<file path="src/rtl/alu_result_display.sv">
// ALU result display stage: converts the 8-bit result to BCD with a sequential
// double-dabble converter and scans three digits plus a carry indicator onto a 4-digit display.
module alu_result_display #(
    parameter int unsigned REFRESH_DIV = 50000
) (
    input  logic       clk,
    input  logic       reset_n,
    input  logic [7:0] out_put,
    input  logic       carry_flag,
    output logic [6:0] seg,
    output logic [3:0] an,
    output logic       busy
);

    localparam int unsigned CntW = $clog2(REFRESH_DIV);
    localparam logic [CntW-1:0] CntMax = CntW'(REFRESH_DIV - 1);

    localparam logic [6:0] SegBlank = 7'h7F;
    localparam logic [6:0] SegC     = 7'h46;

    typedef enum logic [1:0] {StIdle, StShift, StDone} state_e;

    state_e          state_q, state_d;
    logic [8:0]      last_value_q, last_value_d;
    logic [19:0]     shift_q, shift_d;
    logic [2:0]      iter_q, iter_d;
    logic [3:0]      hund_q, hund_d;
    logic [3:0]      tens_q, tens_d;
    logic [3:0]      ones_q, ones_d;
    logic            carry_disp_q, carry_disp_d;
    logic [CntW-1:0] refresh_cnt_q, refresh_cnt_d;
    logic [1:0]      digit_idx_q, digit_idx_d;
    logic [3:0]      an_q, an_d;
    logic [6:0]      seg_q, seg_d;

    logic [8:0]  in_value;
    logic [19:0] adj;

    assign in_value = {carry_flag, out_put};

    function automatic logic [6:0] seg_code(input logic [3:0] d);
        logic [6:0] code;
        case (d)
            4'd0:    code = 7'h40;
            4'd1:    code = 7'h79;
            4'd2:    code = 7'h24;
            4'd3:    code = 7'h30;
            4'd4:    code = 7'h19;
            4'd5:    code = 7'h12;
            4'd6:    code = 7'h02;
            4'd7:    code = 7'h78;
            4'd8:    code = 7'h00;
            4'd9:    code = 7'h10;
            default: code = SegBlank;
        endcase
        return code;
    endfunction

    // Converter: shift_q holds {hund, tens, ones, binary}; BCD lands in [19:8] after 8 shifts.
    always_comb begin
        state_d      = state_q;
        last_value_d = last_value_q;
        shift_d      = shift_q;
        iter_d       = iter_q;
        hund_d       = hund_q;
        tens_d       = tens_q;
        ones_d       = ones_q;
        carry_disp_d = carry_disp_q;
        adj          = shift_q;

        unique case (state_q)
            StIdle: begin
                if (in_value != last_value_q) begin
                    last_value_d = in_value;
                    shift_d      = {12'd0, out_put};
                    iter_d       = 3'd0;
                    state_d      = StShift;
                end
            end
            StShift: begin
                if (adj[19:16] >= 4'd5) adj[19:16] = adj[19:16] + 4'd3;
                if (adj[15:12] >= 4'd5) adj[15:12] = adj[15:12] + 4'd3;
                if (adj[11:8]  >= 4'd5) adj[11:8]  = adj[11:8]  + 4'd3;
                shift_d = {adj[18:0], 1'b0};
                iter_d  = iter_q + 3'd1;
                if (iter_q == 3'd7) begin
                    state_d = StDone;
                end
            end
            StDone: begin
                hund_d       = shift_q[19:16];
                tens_d       = shift_q[15:12];
                ones_d       = shift_q[11:8];
                carry_disp_d = last_value_q[8];
                state_d      = StIdle;
            end
            default: state_d = StIdle;
        endcase
    end

    // Scan timer and registered digit/segment drive.
    always_comb begin
        refresh_cnt_d = refresh_cnt_q + CntW'(1);
        digit_idx_d   = digit_idx_q;
        if (refresh_cnt_q == CntMax) begin
            refresh_cnt_d = '0;
            digit_idx_d   = digit_idx_q + 2'd1;
        end

        an_d  = 4'b1110;
        seg_d = seg_code(ones_q);
        unique case (digit_idx_q)
            2'd0: begin
                an_d  = 4'b1110;
                seg_d = seg_code(ones_q);
            end
            2'd1: begin
                an_d  = 4'b1101;
                seg_d = (hund_q == 4'd0 && tens_q == 4'd0) ? SegBlank : seg_code(tens_q);
            end
            2'd2: begin
                an_d  = 4'b1011;
                seg_d = (hund_q == 4'd0) ? SegBlank : seg_code(hund_q);
            end
            2'd3: begin
                an_d  = 4'b0111;
                seg_d = carry_disp_q ? SegC : SegBlank;
            end
            default: begin
                an_d  = 4'b1111;
                seg_d = SegBlank;
            end
        endcase
    end

    always_ff @(posedge clk or negedge reset_n) begin
        if (!reset_n) begin
            state_q       <= StIdle;
            last_value_q  <= '0;
            shift_q       <= '0;
            iter_q        <= '0;
            hund_q        <= '0;
            tens_q        <= '0;
            ones_q        <= '0;
            carry_disp_q  <= 1'b0;
            refresh_cnt_q <= '0;
            digit_idx_q   <= '0;
            an_q          <= 4'hF;
            seg_q         <= SegBlank;
        end else begin
            state_q       <= state_d;
            last_value_q  <= last_value_d;
            shift_q       <= shift_d;
            iter_q        <= iter_d;
            hund_q        <= hund_d;
            tens_q        <= tens_d;
            ones_q        <= ones_d;
            carry_disp_q  <= carry_disp_d;
            refresh_cnt_q <= refresh_cnt_d;
            digit_idx_q   <= digit_idx_d;
            an_q          <= an_d;
            seg_q         <= seg_d;
        end
    end

    assign an   = an_q;
    assign seg  = seg_q;
    assign busy = (state_q != StIdle);

endmodule

</file>
<file path="config.mk">
export PLATFORM = sky130hd
export DESIGN_NAME = alu_result_display
export DESIGN_NICKNAME = d
export VERILOG_FILES = /design/src/rtl/alu_result_display.sv
export SDC_FILE = /design/constraint.sdc
export NUM_CORES = 1
export LEC_CHECK = 0
export CAP_MARGIN = 5
export CORE_MARGIN = 8
export CORE_UTILIZATION = 39
export CTS_BUF_LIST = sky130_fd_sc_hd__clkbuf_2
export DETAILED_ROUTE_END_ITERATION = 6
export PLACE_DENSITY = 0.61
export SLEW_MARGIN = 15
export SYNTH_ARGS = -nofsm -noshare
export SYNTH_HDL_FRONTEND = slang
export SYNTH_SLANG_ARGS = --single-unit
</file>
<file path="constraint.sdc">
create_clock -name clk -period 5 [get_ports clk]
set_input_delay 1 -clock clk [delete_from_list [all_inputs] [get_ports clk]]
set_output_delay 1 -clock clk [all_outputs]
set_load 0.02 [all_outputs]
</file>
# After elaboration in Yosys (flattened, before gate mapping)
# Memory sizes are Yosys's and may differ from the RTL's.
# Cells that the tools add are included.
# classes
addsub	6
n_eq_ne	10
multipliers	0
bitwise_logic	0
magnitude_cmp	3
reduce_logical	10
n_shift	0
n_mux	16
n_div	0
# ops
op	count
one-hot mux 20 bit (2 select lines)	1
one-hot mux 7 bit (4 select lines)	1
two-way mux 20 bit	1
adder 16 x 1 -> 16 bit (second input constant)	1
== test 16 bit (second input constant)	1
two-way mux 16 bit	1
one-hot mux 4 bit (4 select lines)	1
two-way mux 7 bit	2
>= comparator 4 x 3 -> 1 bit (second input constant)	3
!= test 9 bit	1
adder 4 x 2 -> 4 bit (second input constant)	2
zero test 4 bit	2
two-way mux 4 bit	2
== test 2 bit (second input constant)	3
two-way mux 3 bit	2
two-way mux 6 bit	1
one-hot mux 3 bit (2 select lines)	1
AND reduction 2 bit	3
== test 2 x 1 -> 1 bit (second input constant)	2
zero test 2 bit	2
two-way mux 2 bit	2
!= test 2 bit (second input constant)	2
one-hot mux 2 bit (2 select lines)	1
nonzero test 2 bit	2
5 further kinds	5
# word_totals
output_inout_bits	12
reg_bits	76
in_bits	11
ram_bits	0
latchBits	0
rom_bits	336
n_memories	3
elab_cells	60
# memory_table
memory	words	word_bits	rd	rd_ports_with_merged_regs	wr	line	text
(name not given)	16	7	1	0	0	43	case (d)
(name not given)	16	7	1	0	0	43	
(name not given)	16	7	1	0	0	43	

# Longest topological paths before layout
# depth
depth_word	4
depth_mapped	7
depth_no_buf	7

# Worst setup path after synthesis
# No wires, ideal clock.
# synth_timing
path_type	input -> register
start	input port out_put[5]
end	register last_value_q[2]
path_buffers	1
cell_stages	6
t_required_ps	4873
setup_time_ps	127
path_slack_ps	2653
arrival_time_ps	2220
path_cell_list	xnor2_1 -> nand3_1 -> or3_1 -> buf_2 -> and2_4 -> mux2_1
# synth_between
elab_chain_cells	2
# synth_rtl
item	line	text
start: declaration	8	input logic [7:0] out_put,
!= test 9 bit	73	if (in_value != last_value_q) begin
AND reduction 2 bit (no source line)	n/a	
end signal: assignment	152	last_value_q <= last_value_d;
end: declaration	24	logic [8:0] last_value_q, last_value_d;
# No other way between the ends.
# A chain may end at the register's enable or synchronous reset.

# Worst setup path in the final report
# layout_timing
start	register state_q[0]
end	output port busy
# layout_between
elab_chain_cells	1
# layout_rtl
item	line	text
start: declaration	23	state_e state_q, state_d;
start signal: assignment	138	state_q <= StIdle;
start signal: assignment	151	state_q <= state_d;
nonzero test 2 bit	168	assign busy = (state_q != StIdle);
end: declaration	12	output logic busy
# No other way between the ends.

==> implementation parameters <==
Parameter                              Value

Floorplanning
  DIE AREA ... 14060 um2
  Y dimension of the die ... 118.6 um
  DIE WIDTH ... 118.6 um
  Placeable Area ... 10280 um2
  Initial cell density of the core ... 0.3994
  Number of top-level design ports ... 23
  Site Rows ... 37

Placed design
  Post-Place Setup Slack ... 1998 ps
  Placed Cells incl. Taps ... 558
  Weighted congestion at the end of routability-driven global placement ... 0.8104
  Placed wire-length estimate ... 5.392 mm
  Port Buffers ... 22

Timing
  Total Neg Setup Slack ... 0 ps
  Measured slew at the worst slew-check pin ... 1022 ps
  Setup repair after global routing missed its margin ... false
  Max transition margin ... 0.3129
  Setup violation total in the final timing report ... 0
  Min cycle time layout ... 3305 ps
  Final-report max-slew violation count ... 0
  Final Cycle Share ... 0.6610
  Max frequency ... 0.3026 GHz
  Setup ws final ... 1695 ps
  Final Hold Viols ... 0
  Skew final ... 37.56 ps

Drt
  Post-detailed-route via-to-cell ratio ... 5.179
  Initial DRT Pass Iterations ... 5
  DRT antenna net count ... 0
  Routed WL ... 7.781 mm
  Initial detailed-routing violation count ... 137
  Via total after detailed routing ... 2973
  Wire length per cell after detailed routing ... 13.56 um
  DR DRC count ... 0

Global route
  Overall Global Routing Usage ... 0.1159
  GRT Max-Usage Layer ... met2
  Met1 Resource Use GR ... 0.1378
  Total congestion overflow after global routing ... 0
  Met2 track demand over resource ... 0.1939
  Vias in the first global route ... 2981
  Maximum number of pins on one net before global-route repair ... 77
  Wire length of the first global-routing pass ... 13.70 mm
  Number of antenna violations at the first check in global routing ... 0
  Met3 usage in global routing ... 0.03998

Clock tree
  CTS hold repair buffers ... 0
  Clk_lat worst skew ... 500 ps
  Number of clock buffers inserted by TritonCTS ... 9
  Clock tree from TritonCTS ... yes
  Number of buffers inserted by post-CTS setup repair ... 0
  Clock-pin slew reported for the worst setup and hold paths after clock tree synthesis ... 210 ps
  Deepest level of the CTS H-tree ... 3
  Number of gates resized after cts ... 0
  Longest Clk Path Bufs ... 2
  Root buf cell ... sky130_fd_sc_hd__clkbuf_2
  Clock sink count ... 76

Worst setup path
  Data required time of the worst path ... 4000 ps
  Slowest cell on crit path ... sky130_fd_sc_hd__clkdlybuf4s50_1
  CP Capture Type ... output pin
  Cell family contributing the most delay on the critical path ... buffers and inverters
  Cells traversed along the worst timing path ... nor2_1 > inv_1 > clkdlybuf4s50_1
  Highest cell delay on the worst timing path ... 580 ps
  Top fanout value on the critical path ... 8
  Class of the most critical setup path ... reg2out
  Arrival @ worst endpoint ... 2310 ps
  Startpoint types ... register
  CP Buf/Inv Count ... 2

Logic synthesis
  Leading cell type by number of instances after synthesis ... sky130_fd_sc_hd__dfrtp_1
  Commonest cells post-synth ... sky130_fd_sc_hd__dfrtp_1 (65), sky130_fd_sc_hd__nand2_1 (40), sky130_fd_sc_hd__o21ai_0 (38)
  Seq cells post-synth ... 76
  Ys Warns ... 0
  Sequential-to-total area share from yosys stat ... 0.4666
  Syn Area/Cell ... 9.916 um2
  Cell area after synthesis ... 4105 um2
  Fraction of synthesis flops using an asynchronous set or reset pin ... 1.000
  Number of nets in the synthesized netlist ... 456
  Most instantiated flip-flop cell in the synthesis netlist ... sky130_fd_sc_hd__dfrtp_1
  Top cells by area in the synthesized netlist ... sky130_fd_sc_hd__dfrtp_1 (40%), sky130_fd_sc_hd__ha_1 (9.4%), sky130_fd_sc_hd__dfstp_2 (7.0%)
  Yosys top cell by area ... sky130_fd_sc_hd__dfrtp_1
  Synthesized instance count ... 414
  Count of unique library cells instantiated by Yosys ... 47
  EDFF count, synth ... 0
  Fraction of synthesized cell area taken by the top area cell type ... 0.3962

Power and ir drop
  Leakage power figure ... 1.945 nW
  Worst supply voltage drop on vdd ... 0.2608 mV
  Areal power density over the cells ... 536.6 nW/um2

Final layout
  Layout overhead on the synthesized area ... 11.37%
  Ant. Diodes ... 0
  Area used by sequential logic in the layout ... 1916 um2
  Filler Cell Count ... 1009
  Area used by multi-input combinational logic ... 2017 um2
  Net count, final ... 475
  Count of placed standard cells in the final layout, fillers left out ... 574
  Core Util, Final ... 0.4449
  Proportion of layout cells with a drive suffix above 1 ... 0.1027

Flow run
  Number of max-capacitance violations reported ... 0

Outcome
  Outcome ... completed

Worst hold path
  Tightest Hold Check Type ... reg2reg
layer usage:
layer | vias to the layer above | routed length, um
met4 | 0 | 76
li1 | 1480 | -
met3 | 6 | 338
met1 | 1432 | 3724
met2 | 55 | 3641
met5 | - | 0
cell type report:
type,instances,area share
inverter,29,0.02381
tap,136,0.03722
clock buffer,12,0.01314
clock inverter,4,0.01478
timing repair buffer,24,0.05090
sequential,76,0.4190
multi-input combinational,293,0.4412
placed cells by master, fill, tap and decap left out, types with 3 or more instances in the layout:
| master | instances |
|---|---|
| sky130_fd_sc_hd__nor3_1 | 3 |
| sky130_fd_sc_hd__a31oi_1 | 6 |
| sky130_fd_sc_hd__nor2b_1 | 5 |
| sky130_fd_sc_hd__xnor2_1 | 20 |
| sky130_fd_sc_hd__clkbuf_2 | 12 |
| sky130_fd_sc_hd__nor3b_1 | 3 |
| sky130_fd_sc_hd__mux2_2 | 12 |
| sky130_fd_sc_hd__buf_4 | 3 |
| sky130_fd_sc_hd__xor2_1 | 8 |
| sky130_fd_sc_hd__nand4_1 | 4 |
| sky130_fd_sc_hd__o22ai_1 | 17 |
| sky130_fd_sc_hd__o21ai_0 | 38 |
| sky130_fd_sc_hd__nor2_1 | 20 |
| sky130_fd_sc_hd__nand3_1 | 8 |
| sky130_fd_sc_hd__inv_1 | 29 |
| sky130_fd_sc_hd__nand2b_1 | 10 |
| sky130_fd_sc_hd__dfrtp_1 | 65 |
| sky130_fd_sc_hd__a32oi_1 | 3 |
| sky130_fd_sc_hd__o31ai_1 | 4 |
| sky130_fd_sc_hd__clkdlybuf4s50_1 | 21 |
| sky130_fd_sc_hd__nand2_1 | 40 |
| sky130_fd_sc_hd__a21oi_1 | 26 |
| sky130_fd_sc_hd__ha_1 | 31 |
| sky130_fd_sc_hd__dfstp_2 | 11 |
| sky130_fd_sc_hd__a22o_1 | 5 |
final timing paths:
kind / cells after the start / slack [ps] / to / startpoint
max in group asynchronous: 1 / 3760 / shift_q[11] / reset_n
hold reg to reg: 1 / 500 / refresh_cnt_q[0] / refresh_cnt_q[0]
hold / removal: 1 / 500 / refresh_cnt_q[0] / refresh_cnt_q[0]
setup reg to reg: 5 / 2610 / refresh_cnt_q[9] / refresh_cnt_q[7]
setup / recovery: 3 / 1690 / busy / state_q[0]
min in group asynchronous: 1 / 620 / shift_q[13] / reset_n
report_power, final:
group,switching (W),internal (W)
Clock,0.000201,0.000169
Sequential,0.000211,0.000835
Combinational,0.000560,0.000477
logic make-up after synthesis:
logic type	after synthesis	synth area share
buf+inv	45	0.04206
fa+ha+maj	31	0.09448
mux	15	0.04084
simple gates	106	0.1289
flops	76	0.4666
compound gates	113	0.1673
xor+xnor	28	0.05974
per-stage QoR:
stage / total power (W) / hold slack (ps) / cell area [um2]
3_3_place_gp: 0.002071 / 481.8 / 4444
6_report: 0.002453 / 501.6 / 4572
2_1_floorplan: 0.001802 / 450.7 / 4105
4_1_cts: 0.002473 / 508.9 / 4572
5_1_grt: 0.002669 / 532.2 / 4572
3_5_place_dp: 0.002095 / 483.4 / 4444
sequential cells by signal, summed over array words and instances, names as in the netlist:
name,count
shift_q,20
digit_idx_q,2
state_q,2
ones_q,4
an,4
carry_disp_q,1
tens_q,4
iter_q,3
hund_q,4
refresh_cnt_q,16
seg,7
last_value_q,9
(Power assumes the default switching activity.)
